`src/rtl/bsg_manycore_barrier_edge_root.sv`:
```
// Edge-of-array barrier root: collects sense-reversal arrivals from each row,
// releases all rows with a new sense, and counts completed barriers.
module bsg_manycore_barrier_edge_root
  #(parameter int num_links_p   = 4
   ,parameter int in_stages_p   = 1
   ,parameter int out_stages_p  = 1
   ,parameter int epoch_width_p = 16
   )
  (input  logic                     clk_i
  ,input  logic                     reset_i
  ,input  logic [num_links_p-1:0]   barrier_link_i
  ,output logic [num_links_p-1:0]   barrier_link_o
  ,input  logic [num_links_p-1:0]   link_mask_i
  ,output logic                     barrier_done_o
  ,output logic [epoch_width_p-1:0] epoch_o
  ,output logic                     error_o
  );

  typedef enum logic {COLLECT, RELEASE} state_e;

  state_e                   state_r, state_n;
  logic                     sense_r;
  logic [num_links_p-1:0]   out_r;
  logic [num_links_p-1:0]   arrived_r;
  logic [epoch_width_p-1:0] epoch_r;
  logic                     error_r;

  logic [num_links_p-1:0]   link_ret;
  logic [num_links_p-1:0]   sense_vec;
  logic [num_links_p-1:0]   arrive_now;
  logic [num_links_p-1:0]   returned;
  logic                     complete;

  // Input retiming chain
  if (in_stages_p == 0) begin : g_in_comb
    assign link_ret = barrier_link_i;
  end else begin : g_in_pipe
    logic [in_stages_p-1:0][num_links_p-1:0] in_q;
    always_ff @(posedge clk_i) begin
      if (reset_i) begin
        in_q <= '0;
      end else begin
        in_q[0] <= barrier_link_i;
        for (int unsigned s = 1; s < unsigned'(in_stages_p); s++) begin
          in_q[s] <= in_q[s-1];
        end
      end
    end
    assign link_ret = in_q[in_stages_p-1];
  end

  // Output retiming chain
  if (out_stages_p == 0) begin : g_out_comb
    assign barrier_link_o = out_r;
  end else begin : g_out_pipe
    logic [out_stages_p-1:0][num_links_p-1:0] out_q;
    always_ff @(posedge clk_i) begin
      if (reset_i) begin
        out_q <= '0;
      end else begin
        out_q[0] <= out_r;
        for (int unsigned s = 1; s < unsigned'(out_stages_p); s++) begin
          out_q[s] <= out_q[s-1];
        end
      end
    end
    assign barrier_link_o = out_q[out_stages_p-1];
  end

  assign sense_vec  = {num_links_p{sense_r}};
  assign arrive_now = link_mask_i & (link_ret ^ sense_vec);
  // A masked link that had arrived and now matches the sense again has backed out.
  assign returned   = link_mask_i & arrived_r & ~(link_ret ^ sense_vec);
  assign complete   = (state_r == COLLECT) && (|link_mask_i)
                      && (&(arrive_now | ~link_mask_i));

  always_ff @(posedge clk_i) begin
    if (reset_i) begin
      state_r <= COLLECT;
    end else begin
      state_r <= state_n;
    end
  end

  always_comb begin
    state_n = state_r;
    case (state_r)
      COLLECT: if (complete) state_n = RELEASE;
      RELEASE: state_n = COLLECT;
      default: state_n = COLLECT;
    endcase
  end

  always_ff @(posedge clk_i) begin
    if (reset_i) begin
      sense_r   <= 1'b0;
      out_r     <= '0;
      arrived_r <= '0;
      epoch_r   <= '0;
      error_r   <= 1'b0;
    end else if (state_r == COLLECT) begin
      if (complete) begin
        sense_r   <= ~sense_r;
        out_r     <= ~sense_vec;
        arrived_r <= '0;
        epoch_r   <= epoch_r + 1'b1;
      end else begin
        // Unmasking a link drops its arrival so it cannot later flag an error.
        arrived_r <= (arrived_r & link_mask_i) | arrive_now;
        if (|returned) error_r <= 1'b1;
      end
    end else begin
      arrived_r <= '0;
    end
  end

  assign barrier_done_o = (state_r == RELEASE) && !reset_i;
  assign epoch_o        = epoch_r;
  assign error_o        = error_r;

endmodule

```
`config.mk`:
```
export PLATFORM = sky130hd
export DESIGN_NAME = bsg_manycore_barrier_edge_root
export DESIGN_NICKNAME = d
export VERILOG_FILES = /design/src/rtl/bsg_manycore_barrier_edge_root.sv
export SDC_FILE = /design/constraint.sdc
export NUM_CORES = 1
export LEC_CHECK = 0
export CAP_MARGIN = 20
export CELL_PAD_IN_SITES_DETAIL_PLACEMENT = 1
export CELL_PAD_IN_SITES_GLOBAL_PLACEMENT = 1
export CORE_ASPECT_RATIO = 1.4
export CORE_MARGIN = 1.5
export CORE_UTILIZATION = 38
export CTS_CLUSTER_SIZE = 12
export DETAILED_ROUTE_END_ITERATION = 6
export PLACE_DENSITY = 0.82
export SLEW_MARGIN = 5
export SYNTH_ARGS = -nofsm -noshare
export SYNTH_HDL_FRONTEND = slang
export SYNTH_SLANG_ARGS = --single-unit
```
`constraint.sdc`:
```
create_clock -name clk_i -period 5.9 [get_ports clk_i]
set_clock_uncertainty 0.15 [all_clocks]
set_input_delay 0.59 -clock clk_i [delete_from_list [all_inputs] [get_ports clk_i]]
set_output_delay 0.59 -clock clk_i [all_outputs]
set_load 0.02 [all_outputs]
```
==> results of run 1 <==
flip-flops by register name (all words and copies together) (netlist names):
signal          count
g_in_pipe.in_q      4
arrived_r           4
state_r             1
error_o             1
out_r               1
barrier_link_o      1
epoch_o            16
critical path: stages:
cell and delay, ns:
clkdlybuf4s50_1 0.90, nor2b_1 0.28, clkdlybuf4s50_1 0.63
cells by family (layout without fill, tap and decap cells):
family	Yosys count	in the layout
compound gates	37	37
buf+inv	17	43
mux	1	1
flops	28	28
fa+ha+maj	1	1
simple gates	53	53
xor+xnor	11	11
power by group:
part / switching [W] / total [W] / internal, W
clock: 0.0000593 / 0.000119 / 0.0000598
combinational: 0.0000514 / 0.0000886 / 0.0000372
sequential: 0.0000109 / 0.000210 / 0.000199
total: 0.000122 / 0.000418 / 0.000296
cell type report:
type / instances / area [sq um]
repair buffers: 31 / 310
clock buffers: 4 / 55.1
multi-input cells: 103 / 657
inverters: 8 / 30.0
fillers: 406 / 1650
well taps: 40 / 50.0
flip-flops and latches: 28 / 561
synthesized netlist by cell type (all sizes together) (2+ instances only):
cell	count
or3	7
xnor2	4
o2111ai	5
nor2	20
a21oi	11
dfxtp	28
inv	8
o21ai	12
nor2b	6
nand4	2
nand2	6
xor2	7
nand3	6
clkbuf	3
buf	6
a221oi	3
final timing paths:
check / start / endpoint / cells past startpoint
worst max-delay path: reset_i / barrier_done_o / 3
worst min register to register: error_o$_SDFFE_PP0P_ / error_o$_SDFFE_PP0P_ / 2
worst min-delay path: error_o$_SDFFE_PP0P_ / error_o$_SDFFE_PP0P_ / 2
worst max register to register: out_r[2]$_SDFFE_PP0P_ / epoch_o[5]$_SDFFE_PP0P_ / 5
cell usage in the layout, fill, tap and decap left out, drive strengths merged, types with 2 or more instances in the layout:
master / count
clkdlybuf4s50: 31
dfxtp: 28
nor2: 20
o21ai: 12
a21oi: 11
inv: 8
xor2: 7
or3: 7
nor2b: 6
nand2: 6
nand3: 6
o2111ai: 5
clkbuf: 4
xnor2: 4
a221oi: 3
nand4: 2
metal layers:
| metal | vias to the layer above | global-route usage | share of wire |
|---|---|---|---|
| met3 | 5 | 0.0247 | 0.024 |
| met1 | 569 | 0.222 | 0.42 |
| li1 | 578 | - | - |
| met4 | 0 | 0.0741 | 0.016 |
| met2 | 20 | 0.336 | 0.54 |
| met5 | - | 0 | 0 |
per-stage QoR:
stage | power [W] | area, sq um | util
2_1_floorplan | 0.000278 | 1300 | -
3_3_place_gp | 0.000299 | 1610 | 0.485
3_5_place_dp | 0.000303 | 1610 | 0.485
4_1_cts | 0.000421 | 1660 | 0.502
5_1_grt | 0.000440 | 1660 | 0.502
6_report | 0.000418 | 1660 | 0.502
==> run_results.csv, run 1 <==
group,metric,value,unit
status,status,"finished, final reports clean",
synthesis,ys_async_sr_fraction,0,
global_routing,antenna_found_initial,0,
place,port_buffers,31,
sta,fin_crit_sh,0.531,
cts,clockBufferDepth,2,
synthesis,synthesis.instances,148,
pwr,p_leak,0.558,nW
synthesis,synth-simple-area-share,0.205,
global_routing,grt_usage,0.189,
synthesis,yosys_warnings,0,
cts,root_buffer,"clkbuf_8",
synthesis,synth_top_family_by_area,"simple AND/OR/NAND/NOR gates",
synthesis,synth_compound_area_frac,0.203,
global_routing,grt_pass1_wl,5430,um
worst_setup_path,critPathMaxFanout,26,
synthesis,yosysSeqAreaShare,0.430,
cts,clk_latency,0.28,ns
routing,routedWlPerCell,14.9,um
worst_setup_path,cp-start-kind,"input port",
cts,post_cts_buffers,0,
global_routing,grt_remaining_overflow,0,
sta,layout_min_cycle_time,3.14,ns
routing,drtIter0Drc,21,
global_routing,grt_max_degree,27,
cts,clkTransAtPathRegs,0.09,ns
cts,cts_tree,"done",
cts,hold_buffers,0,
floorplanning,die_h,72.3,um
cts,htreeDepth,1,
synthesis,synth_xor_xnor_area_share,0.0797,
sta,worstMarginPinSlew,0.944,ns
floorplanning,die_area,3790,sq um
routing,first_pass_iters,2,
layout,area_growth,27.7,%
sta,hold_ws,0.339,ns
floorplanning,io_pins,32,
pwr,p_per_area,251,nW/um^2
synthesis,syn_nets,159,
sta,setup_tns,0,ns
pwr,peakVddDrop,0.150,mV
min_path,holdCritPathClass,"flop to flop",
worst_setup_path,critPathRequiredTime,5.16,ns
synthesis,netlist_area,1300,sq um
cts,cts_buffers,3,
synthesis,synth-edff-count,0,
synthesis,synth_fa_ha_area_frac,0.00961,
layout,insertedDiodeCount,0,
worst_setup_path,worstPathArrival,2.40,ns
synthesis,ys_ff_latch,28,
synthesis,yosysTopAreaCellShare,0.430,
layout,instances_no_fill,214,
flow_run,maxCapViolCount,0,
synthesis,synth_area_per_cell,8.80,sq um
layout,fin_nets,186,
synthesis,synthFlopType,"dfxtp_1",
synthesis,yosysTopAreaCell,"dfxtp_1",
sta,hold_viol,0,
global_routing,grt_pass1_vias,1201,
cts,numClockSinks,28,
routing,routed_wl,3190,um
synthesis,synthMuxAreaShare,0.00768,
sta,slew_violations,0,
layout,drive_above_1_share,0.0690,
floorplanning,start_util,0.393,
routing,drc_errors,0,
place,gp_congestion,0.743,
place,dp_hpwl,2380,um
routing,vias_per_cell,5.48,
sta,final-setup-viol-count,0,
place,dp_cells,210,
worst_setup_path,end_kind,"primary output",
sta,clock.fmax,319,MHz
routing,ant_nets,0,
cts,cts_resized,0,
place,dp_slack,2.76,ns
sta,timing.final.ws_setup,2.76,ns
routing,vias,1172,
worst_setup_path,critPathKind,"input port to primary output",
sta,rsz0062_at_grt,"no",
sta,max_slew_margin,0.369,
floorplanning,core,3320,sq um
floorplanning,die_x,52.5,um
floorplanning,placementRows,25,
synthesis,synth.area.top_cells,"dfxtp_1 (43%), nor2_1 (5.8%), xor2_1 (4.7%)",
synthesis,synth_cell_types,37,
worst_setup_path,rrSetupSlack,3.40,ns
(Power assumes the default switching activity.)
==> run 2: changes to the inputs <==
--- a/config.mk
+++ b/config.mk
@@ -10,10 +10,10 @@
 export CELL_PAD_IN_SITES_GLOBAL_PLACEMENT = 1
 export CORE_ASPECT_RATIO = 1.4
 export CORE_MARGIN = 1.5
-export CORE_UTILIZATION = 38
+export CORE_UTILIZATION = 35
 export CTS_CLUSTER_SIZE = 12
 export DETAILED_ROUTE_END_ITERATION = 6
-export PLACE_DENSITY = 0.82
+export PLACE_DENSITY = 0.77
 export SLEW_MARGIN = 5
 export SYNTH_ARGS = -nofsm -noshare
 export SYNTH_HDL_FRONTEND = slang
==> constraint.sdc (replaced) <==
create_clock -name clk_i -period 3.3 [get_ports clk_i]
set_clock_uncertainty 0.15 [all_clocks]
set_input_delay 0.33 -clock clk_i [delete_from_list [all_inputs] [get_ports clk_i]]
set_output_delay 0.33 -clock clk_i [all_outputs]
set_load 0.02 [all_outputs]
==> run_results.csv, run 2 (same netlist as run 1, synthesis figures left out) <==
group,metric,value,unit
status,status,"finished, final reports clean",
routing,drtIter0Drc,16,
pwr,clkPwrFrac,0.257,
layout,drive_above_1_share,0.0690,
global_routing,grt_remaining_overflow,0,
cts,cts_resized,0,
worst_setup_path,rrSetupSlack,0.81,ns
cts,post_cts_buffers,0,
sta,hold_viol,0,
pwr,p_per_area,431,nW/um^2
layout,fin_nets,187,
floorplanning,placementRows,26,
worst_setup_path,end_kind,"flop",
cts,numClockSinks,28,
floorplanning,io_pins,32,
worst_setup_path,critPathKind,"input port to flop",
floorplanning,die_x,54.6,um
flow_run,maxCapViolCount,0,
sta,max_slew_margin,0.389,
cts,cts_buffers,3,
pwr,p_switching,0.000211,W
layout,fillers,452,
pwr,p_leak,0.556,nW
sta,fin_crit_sh,0.764,
routing,drc_errors,0,
floorplanning,die_h,75.2,um
place,dp_slack,0.507,ns
routing,vias_per_cell,5.35,
layout,insertedDiodeCount,0,
pwr,p_seq_frac,0.525,
floorplanning,start_util,0.361,
pwr,power_frac_comb,0.218,
worst_setup_path,worstPathArrival,2.58,ns
place,port_buffers,31,
layout,layout_common_cells,"clkdlybuf4s50_1 (31), dfxtp_1 (28), nor2_1 (20), a21oi_1 (11)",
cts,cts_tree,"done",
cts,clkTransAtPathRegs,0.09,ns
sta,setup_tns,0,ns
global_routing,antenna_found_initial,0,
sta,timing.final.ws_setup,0.778,ns
pwr,peakVddDrop,0.231,mV
pwr,switching_share,0.295,
global_routing,use_met3,0.0238,
floorplanning,die_area,4100,sq um
worst_setup_path,cp-start-kind,"input port",
layout,layout_commonest_cell,"clkdlybuf4s50_1",
global_routing,grt_usage,0.169,
cts,hold_buffers,0,
worst_setup_path,critPathMaxFanout,12,
sta,clock.fmax,396,MHz
sta,slew_violations,0,
global_routing,grt_pass1_vias,1150,
layout,regArea,561,sq um
routing,ant_nets,0,
cts,clk_latency,0.27,ns
min_path,holdCritPathClass,"flop to flop",
sta,worstMarginPinSlew,0.913,ns
sta,layout_min_cycle_time,2.52,ns
cts,clockBufferDepth,2,
cts,root_buffer,"clkbuf_8",
global_routing,grt_max_degree,27,
global_routing,use_met2,0.309,
global_routing,busiest_layer,"met2",
pwr,p_int,0.000505,W
sta,rsz0062_at_grt,"no",
global_routing,grt_pass1_wl,5110,um
global_routing,grt_util_met1,0.195,
place,dp_hpwl,2450,um
layout,area_growth,27.4,%
layout,largest_register_ffs,16,
routing,first_pass_iters,4,
routing,routed_wl,3120,um
layout,multi_input_area,657,sq um
sta,final-setup-viol-count,0,
routing,vias,1156,
floorplanning,core,3610,sq um
routing,routedWlPerCell,14.5,um
place,gp_congestion,0.792,
cts,htreeDepth,1,
worst_setup_path,critPathRequiredTime,3.36,ns
==> run 2: cell count changes in the layout (fill, tap and decap cells not counted), sizes merged <==
cell,delta
buf,+1
clkbuf,-1
==> run 2: critical path: stages <==
cell and delay, ns:
clkdlybuf4s50_1 0.51, a221oi_2 0.56, o211ai_1 0.48, or4_1 0.54, a21oi_1 0.15
==> run 2: final cells by class <==
| class | instances | share of cell area |
|---|---|---|
| Clock buffer | 3 | 0.0249 |
| Inverter | 8 | 0.0181 |
| Multi-Input combinational cell | 103 | 0.396 |
| Sequential cell | 28 | 0.338 |
| Tap cell | 42 | 0.0317 |
| Timing Repair Buffer | 32 | 0.192 |
==> run 2: path summary, 6_finish.rpt <==
kind | from | endpoint | cells after the start
setup / recovery | link_mask_i[2] | epoch_o[5]$_SDFFE_PP0P_ | 5
hold / removal | error_o$_SDFFE_PP0P_ | error_o$_SDFFE_PP0P_ | 2
setup reg to reg | out_r[2]$_SDFFE_PP0P_ | epoch_o[5]$_SDFFE_PP0P_ | 5
hold reg to reg | error_o$_SDFFE_PP0P_ | error_o$_SDFFE_PP0P_ | 2
==> run 2: power by group through the flow <==
stage | combinational (W) | clock (W) | sequential [W]
4_1_cts | 0.000158 | 0.000191 | 0.000376
6_report | 0.000156 | 0.000184 | 0.000376
2_1_floorplan | 0.000114 | 0 | 0.000382
5_1_grt | 0.000173 | 0.000197 | 0.000378
3_3_place_gp | 0.000153 | 0 | 0.000383
3_5_place_dp | 0.000157 | 0 | 0.000384
==> run 2: routing by layer <==
| layer | wire [um] | part of all wire |
|---|---|---|
| met2 | 1710 | 0.55 |
| met3 | 86 | 0.028 |
| met1 | 1280 | 0.41 |
| met5 | 0 | 0 |
| met4 | 46 | 0.015 |
==> run 2: stage by stage <==
step           cell area [sq um]  hold slack, ns  total power (W)  std cells  utilization
3_5_place_dp                1620           0.321         0.000541        213        0.448
2_1_floorplan               1300           0.308         0.000496        148            -
3_3_place_gp                1620           0.316         0.000536        213        0.448
4_1_cts                     1660           0.336         0.000726        216        0.459
6_report                    1660           0.328         0.000716        216        0.459
5_1_grt                     1660           0.360         0.000749        216        0.459
==> run 3: changes to the inputs <==
--- a/config.mk
+++ b/config.mk
@@ -10,10 +10,10 @@
 export CELL_PAD_IN_SITES_GLOBAL_PLACEMENT = 1
 export CORE_ASPECT_RATIO = 1.4
 export CORE_MARGIN = 1.5
-export CORE_UTILIZATION = 35
+export CORE_UTILIZATION = 32
 export CTS_CLUSTER_SIZE = 12
 export DETAILED_ROUTE_END_ITERATION = 6
-export PLACE_DENSITY = 0.77
+export PLACE_DENSITY = 0.74
 export SLEW_MARGIN = 5
 export SYNTH_ARGS = -nofsm -noshare
 export SYNTH_HDL_FRONTEND = slang
==> constraint.sdc (replaced) <==
create_clock -name clk_i -period 2.1 [get_ports clk_i]
set_clock_uncertainty 0.15 [all_clocks]
set_input_delay 0.21 -clock clk_i [delete_from_list [all_inputs] [get_ports clk_i]]
set_output_delay 0.21 -clock clk_i [all_outputs]
set_load 0.02 [all_outputs]
==> run_results.csv, run 3 (same netlist as run 1, synthesis figures left out) <==
group,metric,value,unit
status,status,"finished, final reports clean",
pwr,p_switching,0.000377,W
routing,vias,1243,
cts,numClockSinks,28,
routing,vias_per_cell,5.31,
layout,area_growth,39.8,%
sta,setup_tns,0,ns
routing,first_pass_iters,4,
worst_setup_path,critPathMaxFanout,5,
sta,rsz0062_at_grt,"no",
global_routing,grt_pass1_vias,1364,
floorplanning,core,3920,sq um
min_path,holdCritPathClass,"input port to flop",
place,dp_hpwl,2750,um
flow_run,maxCapViolCount,0,
layout,final_util,0.465,
worst_setup_path,rrSetupSlack,0.16,ns
cts,post_cts_buffers,0,
worst_setup_path,worst-path-stages,7,
global_routing,grt_remaining_overflow,0,
sta,clock.fmax,499,MHz
worst_setup_path,critPathKind,"input port to flop",
pwr,switching_share,0.280,
routing,drc_errors,0,
floorplanning,placementRows,27,
global_routing,grt_usage,0.173,
floorplanning,die_x,56.9,um
worst_setup_path,path_delay_family,"buffers and inverters",
sta,fin_crit_sh,0.954,
layout,layout_common_cells,"clkdlybuf4s50_1 (30), dfxtp_1 (27), nor2_1 (20), buf_4 (17), a21oi_1 (11)",
worst_setup_path,path_buf_inv,2,
floorplanning,io_pins,32,
worst_setup_path,r2r-end,"epoch_o[10]$_SDFFE_PP0P_",
global_routing,antenna_found_initial,0,
sta,final-setup-viol-count,0,
cts,cts_buffers,3,
worst_setup_path,cp-start-kind,"input port",
routing,routedWlPerCell,15.9,um
floorplanning,start_util,0.332,
cts,clockBufferDepth,2,
layout,fin_nets,203,
layout,insertedDiodeCount,0,
layout,instances_no_fill,234,
layout,layout_commonest_cell,"clkdlybuf4s50_1",
worst_setup_path,worstPathArrival,2.07,ns
cts,root_buffer,"clkbuf_8",
routing,routed_wl,3720,um
cts,htreeDepth,1,
place,port_buffers,31,
sta,max_slew_margin,0.674,
sta,hold_viol,0,
sta,worstMarginPinSlew,0.485,ns
cts,hold_buffers,0,
worst_setup_path,critPathSlowestCell,"clkdlybuf4s50_1",
worst_setup_path,reg2reg_from,"out_r[2]$_SDFFE_PP0P_",
cts,clk_latency,0.28,ns
pwr,clkPwrFrac,0.326,
worst_setup_path,r2r_cells,5,
routing,drtIter0Drc,42,
floorplanning,die_area,4470,sq um
pwr,p_per_area,741,nW/um^2
place,gp_congestion,0.794,
worst_setup_path,slowest_delay,0.57,ns
worst_setup_path,cp_cell_sequence,"clkdlybuf4s50_1 > nor4_2 > buf_4 > a221oi_4 > o21ai_2 > or4b_1 > a21oi_1",
cts,clkTransAtPathRegs,0.11,ns
pwr,p_seq_frac,0.435,
pwr,peakVddDrop,0.501,mV
pwr,p_leak,0.657,nW
pwr,p_int,0.000971,W
place,dp_cells,230,
pwr,power_frac_comb,0.239,
floorplanning,die_h,78.5,um
layout,largest_register_ffs,16,
worst_setup_path,critPathRequiredTime,2.17,ns
sta,layout_min_cycle_time,2.00,ns
cts,cts_resized,0,
cts,cts_tree,"done",
worst_setup_path,crit_end,"epoch_o[10]$_SDFFE_PP0P_",
worst_setup_path,cp-startpoint,"link_mask_i[2]",
global_routing,grt_pass1_wl,6130,um
worst_setup_path,end_kind,"flop",
global_routing,grt_max_degree,26,
sta,slew_violations,0,
routing,ant_nets,0,
layout,drive_above_1_share,0.162,
==> run 3: through the flow <==
step	hold WS, ns	power, W	setup slack [ns]	instance area, sq um
finish	0.273	0.00135	0.0974	1820
global route	0.289	0.00140	0.00412	1820
CTS	0.323	0.00135	0.0720	1810
detailed placement	0.337	0.000918	-0.203	1740
global placement	0.312	0.000902	-0.0813	1740
floorplan	0.188	0.000780	0.190	1300
==> run 3: final cells by class <==
| cell class | instances | area, sq um |
|---|---|---|
| Fill cell | 465 | 2100 |
| Multi-Input combinational cell | 103 | 663 |
| Sequential cell | 28 | 562 |
| Clock buffer | 3 | 41.3 |
| Inverter | 8 | 30.0 |
| Timing Repair Buffer | 48 | 440 |
| Clock inverter | 1 | 30.0 |
| Tap cell | 43 | 53.8 |
==> run 3: worst min-delay path by stage <==
stage / from / end / slack, ns / depth (start not counted)
floorplan: barrier_link_i[0] / g_in_pipe.in_q[0]$_SDFF_PP0_ / 0.19 / 1
global placement: error_o$_SDFFE_PP0P_ / error_o$_SDFFE_PP0P_ / 0.31 / 2
detailed placement: error_o$_SDFFE_PP0P_ / error_o$_SDFFE_PP0P_ / 0.34 / 2
CTS: barrier_link_i[2] / g_in_pipe.in_q[2]$_SDFF_PP0_ / 0.32 / 2
global route: link_mask_i[3] / arrived_r[3]$_SDFF_PP0_ / 0.29 / 4
finish: link_mask_i[3] / arrived_r[3]$_SDFF_PP0_ / 0.27 / 4
==> run 3: worst register-to-register path: cells and delay by family (launching register included) <==
family | cells | cell delay [ns]
AOI/OAI and AO/OA | 3 | 0.63
and+or+nand+nor | 1 | 0.54
DFF | 1 | 0.37
xor gates and xnor gates | 1 | 0.18
==> run 3: power by group through the flow <==
stage	Clock, W	Sequential [W]	Combinational, W
CTS	0.000438	0.000587	0.000322
global placement	0	0.000596	0.000305
global route	0.000459	0.000592	0.000351
floorplan	0	0.000601	0.000179
detailed placement	0	0.000599	0.000319
finish	0.000440	0.000587	0.000322
==> run 3: per-layer routing <==
layer,global-route usage,part of all wire,vias up
met5,0,0,-
met4,0.0558,0.012,0
met3,0.0214,0.022,5
met2,0.345,0.57,17
met1,0.178,0.39,614
li1,-,-,607
